File: src/rtl/seq_divider_pkg.sv
// rtl/seq_divider_pkg.sv - shared FSM state type and counter-width helper for seq_divider
package Pkg_Global;

    typedef enum logic [1:0] {
        IDLE = 2'd0,
        CALC = 2'd1,
        DONE = 2'd2
    } state_t;

    // Step counter must hold the value N, so it needs clog2(N+1) bits
    function automatic int cnt_width(input int n);
        return $clog2(n + 1);
    endfunction

endpackage

File: src/rtl/seq_divider_div_step.sv
// rtl/seq_divider_div_step.sv - one combinational restoring-division iteration
module div_step #(
    parameter int N = 4
) (
    input  logic [N-1:0] rem_in,
    input  logic         dividend_bit,
    input  logic [N-1:0] divisor,
    output logic [N-1:0] rem_out,
    output logic         quotient_bit
);

    logic [N:0] shifted;
    logic [N:0] diff;

    // Partial remainder stays below the divisor, so the shifted value is below
    // 2*divisor and bit N of the N+1-bit difference is a reliable sign bit.
    always_comb begin
        shifted      = {rem_in, dividend_bit};
        diff         = shifted - {1'b0, divisor};
        quotient_bit = ~diff[N];
        rem_out      = diff[N] ? shifted[N-1:0] : diff[N-1:0];
    end

endmodule

File: src/rtl/seq_divider.sv
// rtl/seq_divider.sv - sequential unsigned restoring divider; optional DIV_ZERO_CHECK_EN adds div_by_zero
module seq_divider
    import Pkg_Global::*;
#(
    parameter int N = 4
) (
    input  logic         clk,
    input  logic         rst,
    input  logic         start,
    input  logic [N-1:0] dividend,
    input  logic [N-1:0] divisor,
    output logic [N-1:0] quotient,
    output logic [N-1:0] remainder,
`ifdef DIV_ZERO_CHECK_EN
    output logic         div_by_zero,
`endif
    output logic         busy,
    output logic         done
);

    localparam int CW = cnt_width(N);

    state_t        state;
    state_t        next_state;
    logic [CW-1:0] cnt;
    logic [N-1:0]  rem_r;
    logic [N-1:0]  dvd_r;
    logic [N-1:0]  dvs_r;
    logic [N-1:0]  step_rem;
    logic          step_q;
    logic [N:0]    q_shift;
    logic          last_step;
    logic          zero_div;

    div_step #(.N(N)) u_step (
        .rem_in       (rem_r),
        .dividend_bit (dvd_r[N-1]),
        .divisor      (dvs_r),
        .rem_out      (step_rem),
        .quotient_bit (step_q)
    );

    // Dividend register doubles as the quotient: bits leave at the top, quotient bits enter at the bottom
    assign q_shift   = {dvd_r, step_q};
    assign last_step = (cnt == CW'(1));

`ifdef DIV_ZERO_CHECK_EN
    assign zero_div = (divisor == '0);
`else
    assign zero_div = 1'b0;
`endif

    always_ff @(posedge clk or negedge rst) begin
        if (!rst) begin
            state <= IDLE;
        end else begin
            state <= next_state;
        end
    end

    always_comb begin
        next_state = state;
        case (state)
            IDLE:    if (start) next_state = zero_div ? DONE : CALC;
            CALC:    if (last_step) next_state = DONE;
            DONE:    next_state = IDLE;
            default: next_state = IDLE;
        endcase
    end

    always_ff @(posedge clk or negedge rst) begin
        if (!rst) begin
            cnt       <= '0;
            rem_r     <= '0;
            dvd_r     <= '0;
            dvs_r     <= '0;
            quotient  <= '0;
            remainder <= '0;
`ifdef DIV_ZERO_CHECK_EN
            div_by_zero <= 1'b0;
`endif
        end else begin
            case (state)
                IDLE: begin
                    if (start) begin
                        if (zero_div) begin
                            quotient  <= '1;
                            remainder <= dividend;
`ifdef DIV_ZERO_CHECK_EN
                            div_by_zero <= 1'b1;
`endif
                        end else begin
                            dvd_r <= dividend;
                            dvs_r <= divisor;
                            rem_r <= '0;
                            cnt   <= CW'(N);
                        end
                    end
                end
                CALC: begin
                    rem_r <= step_rem;
                    dvd_r <= q_shift[N-1:0];
                    cnt   <= cnt - CW'(1);
                    if (last_step) begin
                        quotient  <= q_shift[N-1:0];
                        remainder <= step_rem;
`ifdef DIV_ZERO_CHECK_EN
                        div_by_zero <= 1'b0;
`endif
                    end
                end
                default: ;
            endcase
        end
    end

    assign busy = (state == CALC);
    assign done = (state == DONE);

endmodule
File: config.mk
export PLATFORM = sky130hd
export DESIGN_NAME = seq_divider
export DESIGN_NICKNAME = d
export VERILOG_FILES = /design/src/rtl/seq_divider_pkg.sv /design/src/rtl/seq_divider_div_step.sv /design/src/rtl/seq_divider.sv
export SDC_FILE = /design/constraint.sdc
export NUM_CORES = 1
export LEC_CHECK = 0
export CORE_MARGIN = 1
export CORE_UTILIZATION = 54
export DETAILED_ROUTE_END_ITERATION = 10
export DONT_BUFFER_PORTS = 1
export GPL_ROUTABILITY_DRIVEN = 1
export GPL_TIMING_DRIVEN = 0
export PLACE_DENSITY = 0.76
export SYNTH_ARGS = -nofsm -noshare
export SYNTH_HDL_FRONTEND = slang
export SYNTH_SLANG_ARGS = --single-unit
File: constraint.sdc
create_clock -name clk -period 2.1 [get_ports clk]
set_clock_uncertainty 0.2 [all_clocks]
set_input_delay 0 -clock clk [delete_from_list [all_inputs] [get_ports clk]]
set_output_delay 0 -clock clk [all_outputs]
set_load 0.01 [all_outputs]
==> run summary, run 1 <==
post-route ant nets: 0
pwr/cell area: 1920 nW/um2
clk slew on worst S/H paths: 0.14 ns
number of synthesized register bits: 25
worst-skew pair later-pin latency: 0.32 ns
CTS tree: yes
Vert. Die Dim: 49.3 um
worst slack, placed: -0.304 ns
# diodes: 0
share of post-route cells with drive strength above 1: 0.159
largest net degree at the start of global routing: 26
Synth warnings: 0
register area: 626 um2
largest family of logic cells by synthesized area: simple AND/OR/NAND/NOR gates
Fmax: 0.423 GHz
Final nets: 170
leak pwr: 0.706 nW
Mapped Nets: 144
Synth Flop Type: dfrtp_1
Area growth syn-to-layout: 25.6%
IO buf count: 0
cells after synthesis: 126
cts bufs inserted: 3
drt first pass iters: 4
Post-DP HPWL: 1.68 mm
mux share of post-synthesis cell area: 0.0507
drt via density: 5.57
Max Buffers Root-to-Sink: 2
HP Class: input port to asynchronous set/reset pin
Final Hold Viols: 0
H-tree levels: 1
Synth top area share: 0.518
Worst VDD drop: 1.22 mV
Setup CP Type: flip-flop to flip-flop
DIE AREA: 2430 um2
# Max-Cap Violations: 0
Die W: 49.3 um
GRT Util Overall: 0.274
Worst Path Arrival: 2.43 ns
register-to-register path setup slack: -0.27 ns
buffer and inverter count on the worst path: 1
Root Driver: clkbuf_4
gr ovfl total: 0
Final period util: 1.13
multi-input logic area: 583 um2
Tmin final: 2.37 ns
Crit-path slowest cell: dfrtp_1
setup TNS: -2.19 ns
Post-synth ARST share: 1.00
Clock Sinks: 25
DR vias: 991
Setup violations, final: 10
CP Capture Type: flip-flop
core area: 2040 um2
final worst slack: -0.266 ns
Slew @ Worst Pin: 1.09 ns
Rel. slew slack: 0.272
DRT iter0 DRCs: 62
Critical Path Max Stage Delay: 0.40 ns
syn_area_per_cell: 9.59 um2
crit path cell chain: inv_2 -> ha_4 -> fa_2 -> nand2b_4 -> a21oi_4 -> xor2_4 -> mux2_4 -> o21ai_2
top-count cell post-synth: nand2_1
row cnt: 16
outcome: finished, violations left
IO Count: 21
number of flops mapped to enable cells by yosys: 0
first-pass GRT wire length: 4.77 mm
synth cell count leaders: 30 x nand2_1, 25 x dfrtp_1, 11 x inv_1, 11 x nor2_1, 9 x o21ai_0
Max Slew Vio Count: 0
Crit Path Max Fanout: 5
Startpoint Class: flip-flop
Fill cells: 153
vias in the first global route: 1017
RSZ-0062 raised after global routing: true
failing checks: setup timing
adder-cell share of the synthesized area: 0.0787
post-synthesis compound-gate area fraction: 0.129
DRT Wirelength: 2.99 mm
synth top area cells: dfrtp_1 52%, nand2_1 9.3%, ha_1 6.2%, o21ai_0 3.7%, inv_1 3.4%
area share of and/or/nand/nor cells after synthesis: 0.143
initial antenna violation count: 0
Mapped Area: 1210 um2
post-synth cell types: 22
total power: 2.92 mW
DRC Markers: 0
Starting Density: 0.592
CP Data Required Time: 2.16 ns
CP delay by family, top: adder cells
sequential area share after synthesis: 0.518
Post-Synth XOR/XNOR Area: 0.0373
Routed wire per std cell: 16.8 um
Final GP Congestion: 0.862
Yosys top cell by area: dfrtp_1
## metal layers
layer | track usage | routed length (um) | vias up
li1 | - | - | 465
met1 | 0.335 | 1200 | 468
met2 | 0.477 | 1560 | 48
met3 | 0.0436 | 155 | 10
met4 | 0.108 | 76 | 0
met5 | 0 | 0 | -
## final cells by class
| type | instances | share of cell area |
|---|---|---|
| Buffer | 3 | 0.00742 |
| Clock buffer | 3 | 0.0148 |
| Clock inverter | 1 | 0.00330 |
| Inverter | 11 | 0.0272 |
| Multi-Input combinational cell | 87 | 0.384 |
| Sequential cell | 25 | 0.412 |
| Tap cell | 27 | 0.0223 |
| Timing Repair Buffer | 21 | 0.129 |
## per-stage QoR
stage,instances,hold WS [ns],util,cell area (um2)
2_1_floorplan,126,-0.496,-,1230
3_3_place_gp,153,-0.495,0.618,1260
3_5_place_dp,153,-0.495,0.618,1260
4_1_cts,177,0.153,0.727,1490
5_1_grt,178,0.143,0.743,1520
6_report,178,0.110,0.743,1520
## path summary, 6_finish.rpt
path / from / end / cells after the start
setup / recovery: dvd_r[3] / remainder[1] / 8
hold / removal: rst / quotient[0] / 1
setup reg to reg: dvd_r[3] / remainder[1] / 8
hold reg to reg: cnt[2] / cnt[2] / 1
max in group asynchronous: rst / dvs_r[3] / 1
min in group clk: divisor[2] / dvs_r[2] / 3
## sequential cells by signal, indices dropped and copies added (netlist names)
register and count:
cnt 3, remainder 4, quotient 4, dvd_r 4, dvs_r 4, state 2
rem_r 4
## cells by family (layout without fill, tap and decap cells)
logic type               count (synthesis)  after routing
AND/OR/NAND/NOR                         44             44
adder cells (fa/ha/maj)                  7              7
multiplexers                             5              5
AO/OA/AOI/OAI                           28             28
XOR/XNOR                                 3              3
flip-flops                              25             25
buffers and inverters                   14             39
## timing repair
| action | 4_1_cts | 5_1_grt |
|---|---|---|
| endpoints found under the setup margin | 8 | 12 |
| endpoints found under the hold margin | 40 | 0 |
| pin swaps | 2 | 5 |
| resized for setup | 4 | 6 |
| gates cloned | 0 | 0 |
| setup buffers | 5 | 1 |
| hold buffers | 15 | 0 |
## cell usage in the layout (no fill, tap or decap), types with 5 or more instances in the layout
master,synthesis,routed
o22ai_1,5,5
inv_1,11,10
buf_4,0,6
nor2_1,11,10
dlygate4sd3_1,0,15
dfrtp_1,25,25
o21ai_1,7,6
o21ai_0,9,7
ha_1,6,5
nand2_1,30,30
## power breakdown
group | switching (mW) | internal [mW]
Sequential | 0.221 | 0.719
Combinational | 0.928 | 0.828
Clock | 0.148 | 0.0713
Total | 1.30 | 1.62
No activity file was read; power rests on OpenSTA's default activity.
==> run 2: changes to the inputs <==
--- a/config.mk
+++ b/config.mk
@@ -6,12 +6,12 @@
 export NUM_CORES = 1
 export LEC_CHECK = 0
 export CORE_MARGIN = 1
-export CORE_UTILIZATION = 54
+export CORE_UTILIZATION = 60
 export DETAILED_ROUTE_END_ITERATION = 10
 export DONT_BUFFER_PORTS = 1
 export GPL_ROUTABILITY_DRIVEN = 1
 export GPL_TIMING_DRIVEN = 0
-export PLACE_DENSITY = 0.76
+export PLACE_DENSITY = 0.8
 export SYNTH_ARGS = -nofsm -noshare
 export SYNTH_HDL_FRONTEND = slang
 export SYNTH_SLANG_ARGS = --single-unit
==> constraint.sdc (replaced) <==
create_clock -name clk -period 2.25 [get_ports clk]
set_clock_uncertainty 0.2 [all_clocks]
set_input_delay 0 -clock clk [delete_from_list [all_inputs] [get_ports clk]]
set_output_delay 0 -clock clk [all_outputs]
set_load 0.01 [all_outputs]
==> run 2 against run 1 <==
The run still ends with setup timing left. Register-to-register slack better by 0.17 ns. Die area down 9.6%. Global-route usage down 1.3 points. Combinational power down 11%. Utilization up 8.9 points. Cell count down 2.2%. Critical path type unchanged.
==> run summary, run 2 (same netlist as run 1, synthesis figures left out) <==
outcome: finished, violations left (unchanged)
failing checks: setup timing (unchanged)
row cnt: 15 (was 16)
H-tree levels: 1 (unchanged)
DRT Wirelength: 2.59 mm (was 2.99 mm)
DRT iter0 DRCs: 34 (was 62)
crit path cell chain: inv_1 -> ha_4 -> fa_2 -> nand2b_4 -> a21oi_4 -> xor2_4 -> mux2_4 -> o21ai_2 (was inv_2 -> ha_4 -> fa_2 -> nand2b_4 -> a21oi_4 -> xor2_4 -> mux2_4 -> o21ai_2)
DR vias: 968 (was 991)
vias in the first global route: 940 (was 1017)
Clock Sinks: 25 (unchanged)
Crit Path Max Fanout: 5 (unchanged)
HP Class: input port to asynchronous set/reset pin (unchanged)
gr ovfl total: 0 (unchanged)
CP Data Required Time: 2.30 ns (was 2.16 ns)
DIE AREA: 2200 um2 (was 2430 um2)
Final GP Congestion: 0.846 (was 0.862)
Die W: 46.9 um (was 49.3 um)
Slew @ Worst Pin: 1.10 ns (was 1.09 ns)
Setup CP Type: flip-flop to flip-flop (unchanged)
switching share of total power: 0.438 (was 0.445)
Root Driver: clkbuf_4 (unchanged)
share of power burned in registers: 0.330 (was 0.322)
commonest non-fill, non-tap cell in the layout: nand2_1 (unchanged)
register area: 626 um2 (unchanged)
RR Startpoint: dvd_r[3] (unchanged)
Max Buffers Root-to-Sink: 2 (unchanged)
RSZ-0062 raised after global routing: true (unchanged)
CP Capture Type: flip-flop (unchanged)
P_sw: 1.15 mW (was 1.30 mW)
CP delay by family, top: adder cells (unchanged)
clk slew on worst S/H paths: 0.13 ns (was 0.14 ns)
Starting Density: 0.671 (was 0.592)
initial antenna violation count: 0 (unchanged)
P_int: 1.48 mW (was 1.62 mW)
total power: 2.62 mW (was 2.92 mW)
Area growth syn-to-layout: 24.0% (was 25.6%)
Vert. Die Dim: 46.9 um (was 49.3 um)
share of post-route cells with drive strength above 1: 0.148 (was 0.159)
Fill cells: 107 (was 153)
Setup violations, final: 8 (was 10)
highest-count cells in the layout ignoring fill and taps: 30 x nand2_1, 25 x dfrtp_1, 15 x dlygate4sd3_1 (unchanged)
Fmax: 0.427 GHz (was 0.423 GHz)
buffer and inverter count on the worst path: 1 (unchanged)
Worst Path Arrival: 2.40 ns (was 2.43 ns)
final worst slack: -0.0922 ns (was -0.266 ns)
Worst VDD drop: 1.21 mV (was 1.22 mV)
Routed wire per std cell: 14.9 um (was 16.8 um)
multi-input logic area: 582 um2 (was 583 um2)
DRC Markers: 0 (unchanged)
# diodes: 0 (unchanged)
IO buf count: 0 (unchanged)
first-pass GRT wire length: 3.94 mm (was 4.77 mm)
core area: 1800 um2 (was 2040 um2)
worst-skew pair later-pin latency: 0.32 ns (about the same)
CP Launch Point: dvd_r[3] (unchanged)
pwr/cell area: 1750 nW/um2 (was 1920 nW/um2)
largest net degree at the start of global routing: 26 (unchanged)
Startpoint Class: flip-flop (unchanged)
final instance area: 1500 um2 (was 1520 um2)
Final period util: 1.04 (was 1.13)
Post-DP HPWL: 1.58 mm (was 1.68 mm)
drt via density: 5.56 (was 5.57)
leak pwr: 0.693 nW (was 0.706 nW)
Crit-path slowest cell: dfrtp_1 (unchanged)
clock power share: 0.075 (about the same)
Max Slew Vio Count: 0 (unchanged)
Final Hold Viols: 0 (unchanged)
drt first pass iters: 4 (unchanged)
GRT Util Overall: 0.261 (was 0.274)
Final nets: 168 (was 170)
Gate power share: 0.595 (was 0.602)
worst slack, placed: -0.224 ns (was -0.304 ns)
final core occ: 0.832 (was 0.743)
post-route ant nets: 0 (unchanged)
CTS tree: yes (unchanged)
IO Count: 21 (unchanged)
Rel. slew slack: 0.266 (was 0.272)
# Max-Cap Violations: 0 (unchanged)
Critical Path Max Stage Delay: 0.39 ns (was 0.40 ns)
Tmin final: 2.34 ns (was 2.37 ns)
DP Area: 1250 um2 (was 1260 um2)
cts bufs inserted: 3 (unchanged)
## run 2: power by group through the flow
stage,Sequential [mW],Combinational [mW],Clock (mW)
floorplan,0.825,1.02,0
global placement,0.851,1.16,0
detailed placement,0.865,1.23,0
CTS,0.856,1.44,0.201
global route,0.897,1.70,0.217
finish,0.865,1.56,0.198
## run 2: worst paths after layout
kind / to / slack (ns) / depth (start not counted)
max in group asynchronous: rem_r[2] / 1.08 / 1
setup reg to reg: rem_r[0] / -0.09 / 8
hold reg to reg: cnt[2] / 0.30 / 1
min in group clk: dvs_r[0] / 0.16 / 2
hold / removal: dvd_r[2] / 0.11 / 1
setup / recovery: rem_r[0] / -0.09 / 8
## run 2: per-layer routing
layer / wire length (um) / GRT usage / up-vias / part of all wire
li1: - / - / 457 / -
met1: 1040 / 0.311 / 464 / 0.40
met2: 1330 / 0.472 / 39 / 0.51
met3: 162 / 0.0577 / 8 / 0.063
met4: 51 / 0.0686 / 0 / 0.020
met5: 0 / 0 / - / 0
## run 2: through the flow
stage	instances	hold WS, ns	setup TNS, ns
floorplan	126	-0.496	0
global placement	151	-0.495	-0.650
detailed placement	151	-0.495	-1.05
CTS	173	0.151	-0.196
global route	174	0.154	-1.24
finish	174	0.115	-0.488
## run 2: area by class of cell
type / count / share of cell area
sequential: 25 / 0.417
multi-input combinational: 87 / 0.388
timing repair buffer: 19 / 0.120
inverter: 11 / 0.0275
tap: 25 / 0.0209
clock buffer: 3 / 0.0150
buffer: 3 / 0.00751
clock inverter: 1 / 0.00334
## run 2: what timing repair did
item	CTS	global route
setup buffers	3	1
setup endpoints to repair	8	11
gates resized for setup	6	4
hold buffers	15	0
pin swaps	3	1
hold endpoints to repair	40	0
==> run 3: changes to the inputs <==
--- a/config.mk
+++ b/config.mk
@@ -5,8 +5,10 @@
 export SDC_FILE = /design/constraint.sdc
 export NUM_CORES = 1
 export LEC_CHECK = 0
-export CORE_MARGIN = 1
-export CORE_UTILIZATION = 60
+export CELL_PAD_IN_SITES_DETAIL_PLACEMENT = 1
+export CELL_PAD_IN_SITES_GLOBAL_PLACEMENT = 1
+export CORE_MARGIN = 5
+export CORE_UTILIZATION = 46
 export DETAILED_ROUTE_END_ITERATION = 10
 export DONT_BUFFER_PORTS = 1
 export GPL_ROUTABILITY_DRIVEN = 1
==> run 3 against run 2 <==
The flow still finishes with violations (setup timing). Utilization decreased by 21 points. Clock power up 5%. Critical path type unchanged. Total power up 3.3%. Sequential power rose by 2%. Critical path depth shrank 1.
==> run summary, run 3 (same netlist as run 1, synthesis figures left out) <==
outcome: finished, violations left (unchanged)
failing checks: setup timing (unchanged)
GRT Util Overall: 0.178 (was 0.261)
row cnt: 18 (was 15)
largest net degree at the start of global routing: 26 (unchanged)
Final period util: 1.04 (about the same)
initial antenna violation count: 0 (unchanged)
final worst slack: -0.0811 ns (was -0.0922 ns)
DRT iter0 DRCs: 22 (was 34)
Starting Density: 0.483 (was 0.671)
vias in the first global route: 1089 (was 940)
Setup CP Type: flip-flop to flip-flop (unchanged)
clk slew on worst S/H paths: 0.12 ns (was 0.13 ns)
# Max-Cap Violations: 0 (unchanged)
IO buf count: 0 (unchanged)
DR vias: 977 (was 968)
Clock Sinks: 25 (unchanged)
Root Driver: clkbuf_4 (unchanged)
DRC Markers: 0 (unchanged)
RSZ-0062 raised after global routing: true (unchanged)
HP Class: input port to flip-flop (was input port to asynchronous set/reset pin)
Routed wire per std cell: 16.5 um (was 14.9 um)
Setup violations, final: 9 (was 8)
Final GP Congestion: 0.767 (was 0.846)
Rel. slew slack: 0.564 (was 0.266)
Startpoint Class: flip-flop (unchanged)
Crit Path Max Fanout: 6 (was 5)
share of post-route cells with drive strength above 1: 0.163 (was 0.148)
drt via density: 5.34 (was 5.56)
CP Data Required Time: 2.31 ns (was 2.30 ns)
Slew @ Worst Pin: 0.650 ns (was 1.10 ns)
Die W: 61.3 um (was 46.9 um)
Fill cells: 275 (was 107)
Worst VDD drop: 0.982 mV (was 1.21 mV)
DRT Wirelength: 3.01 mm (was 2.59 mm)
Fmax: 0.429 GHz (was 0.427 GHz)
Final Hold Viols: 0 (unchanged)
worst slack, placed: -0.190 ns (was -0.224 ns)
Post-DP HPWL: 2.07 mm (was 1.58 mm)
Area growth syn-to-layout: 29.0% (was 24.0%)
Worst Path Arrival: 2.39 ns (was 2.40 ns)
DIE AREA: 3750 um2 (was 2200 um2)
Vert. Die Dim: 61.3 um (was 46.9 um)
total power: 2.71 mW (was 2.62 mW)
gr ovfl total: 0 (unchanged)
worst-skew pair later-pin latency: 0.34 ns (was 0.32 ns)
Tmin final: 2.33 ns (was 2.34 ns)
Max Slew Vio Count: 0 (unchanged)
H-tree levels: 1 (unchanged)
pwr/cell area: 1740 nW/um2 (was 1750 nW/um2)
first-pass GRT wire length: 4.85 mm (was 3.94 mm)
CTS tree: yes (unchanged)
CP Capture Type: flip-flop (unchanged)
leak pwr: 0.717 nW (was 0.693 nW)
IO Count: 21 (unchanged)
commonest non-fill, non-tap cell in the layout: nand2_1 (unchanged)
# diodes: 0 (unchanged)
post-route ant nets: 0 (unchanged)
Max Buffers Root-to-Sink: 2 (unchanged)
cts bufs inserted: 3 (unchanged)
drt first pass iters: 2 (was 4)
core area: 2500 um2 (was 1800 um2)
Final nets: 172 (was 168)
highest-count cells in the layout ignoring fill and taps: 30 x nand2_1, 25 x dfrtp_1, 16 x dlygate4sd3_1 (was 30 x nand2_1, 25 x dfrtp_1, 15 x dlygate4sd3_1)
[run 3: metal layers]
| metal | vias up | GRT usage | routed length [um] |
|---|---|---|---|
| li1 | 469 | - | - |
| met1 | 483 | 0.210 | 1270 |
| met2 | 23 | 0.325 | 1570 |
| met3 | 2 | 0.0503 | 154 |
| met4 | 0 | 0.0279 | 17 |
| met5 | - | 0 | 0 |
[run 3: what timing repair did]
action / in CTS / in global routing
endpoints found under the hold margin: 40 / 0
setup buffers: 3 / 2
resized for setup: 8 / 2
pin swaps: 4 / 4
setup endpoints to repair: 8 / 12
hold buffers: 18 / 0
[run 3: worst paths after layout]
path / from / endpoint / slack [ns] / depth (start not counted)
max: dvs_r[0] / rem_r[0] / -0.08 / 7
min: divisor[0] / dvs_r[0] / 0.15 / 2
max reg2reg: dvs_r[0] / rem_r[0] / -0.08 / 7
min reg2reg: cnt[2] / cnt[2] / 0.30 / 1
max in group asynchronous: rst / rem_r[0] / 1.20 / 4
min in group asynchronous: rst / quotient[0] / 0.49 / 4
[run 3: stage by stage]
step	instances	utilization	setup TNS (ns)	hold slack, ns	cell area [um2]
5_1_grt	183	0.624	-1.26	0.148	1560
2_1_floorplan	126	-	0	-0.496	1220
3_5_place_dp	156	0.504	-1.19	-0.495	1260
6_report	183	0.624	-0.342	0.150	1560
3_3_place_gp	156	0.504	-0.775	-0.495	1260
4_1_cts	181	0.615	-0.439	0.131	1540
[run 3: area by class of cell]
class	count	area (um2)	area share
Buffer	3	11.3	0.00722
Clock buffer	3	22.5	0.0144
Clock inverter	1	5.00	0.00321
Inverter	11	41.3	0.0265
Multi-Input combinational cell	87	578	0.371
Sequential cell	25	626	0.401
Tap cell	30	37.5	0.0241
Timing Repair Buffer	23	238	0.152
[run 3: worst max-delay path, cell delays in order (launching register included)]
cell and delay [ns]:
dfrtp_1 0.43, ha_4 0.18, fa_2 0.34, nand2b_4 0.16
a21oi_4 0.20, xor2_4 0.29, mux2_4 0.35, o21ai_2 0.11
[run 3: where the power goes]
part	total (mW)	switching, mW	leakage [nW]	internal, mW
registers	0.882	0.211	0.303	0.671
logic	1.62	0.823	0.397	0.799
clock network	0.207	0.140	0.0177	0.0669
total	2.71	1.17	0.717	1.54
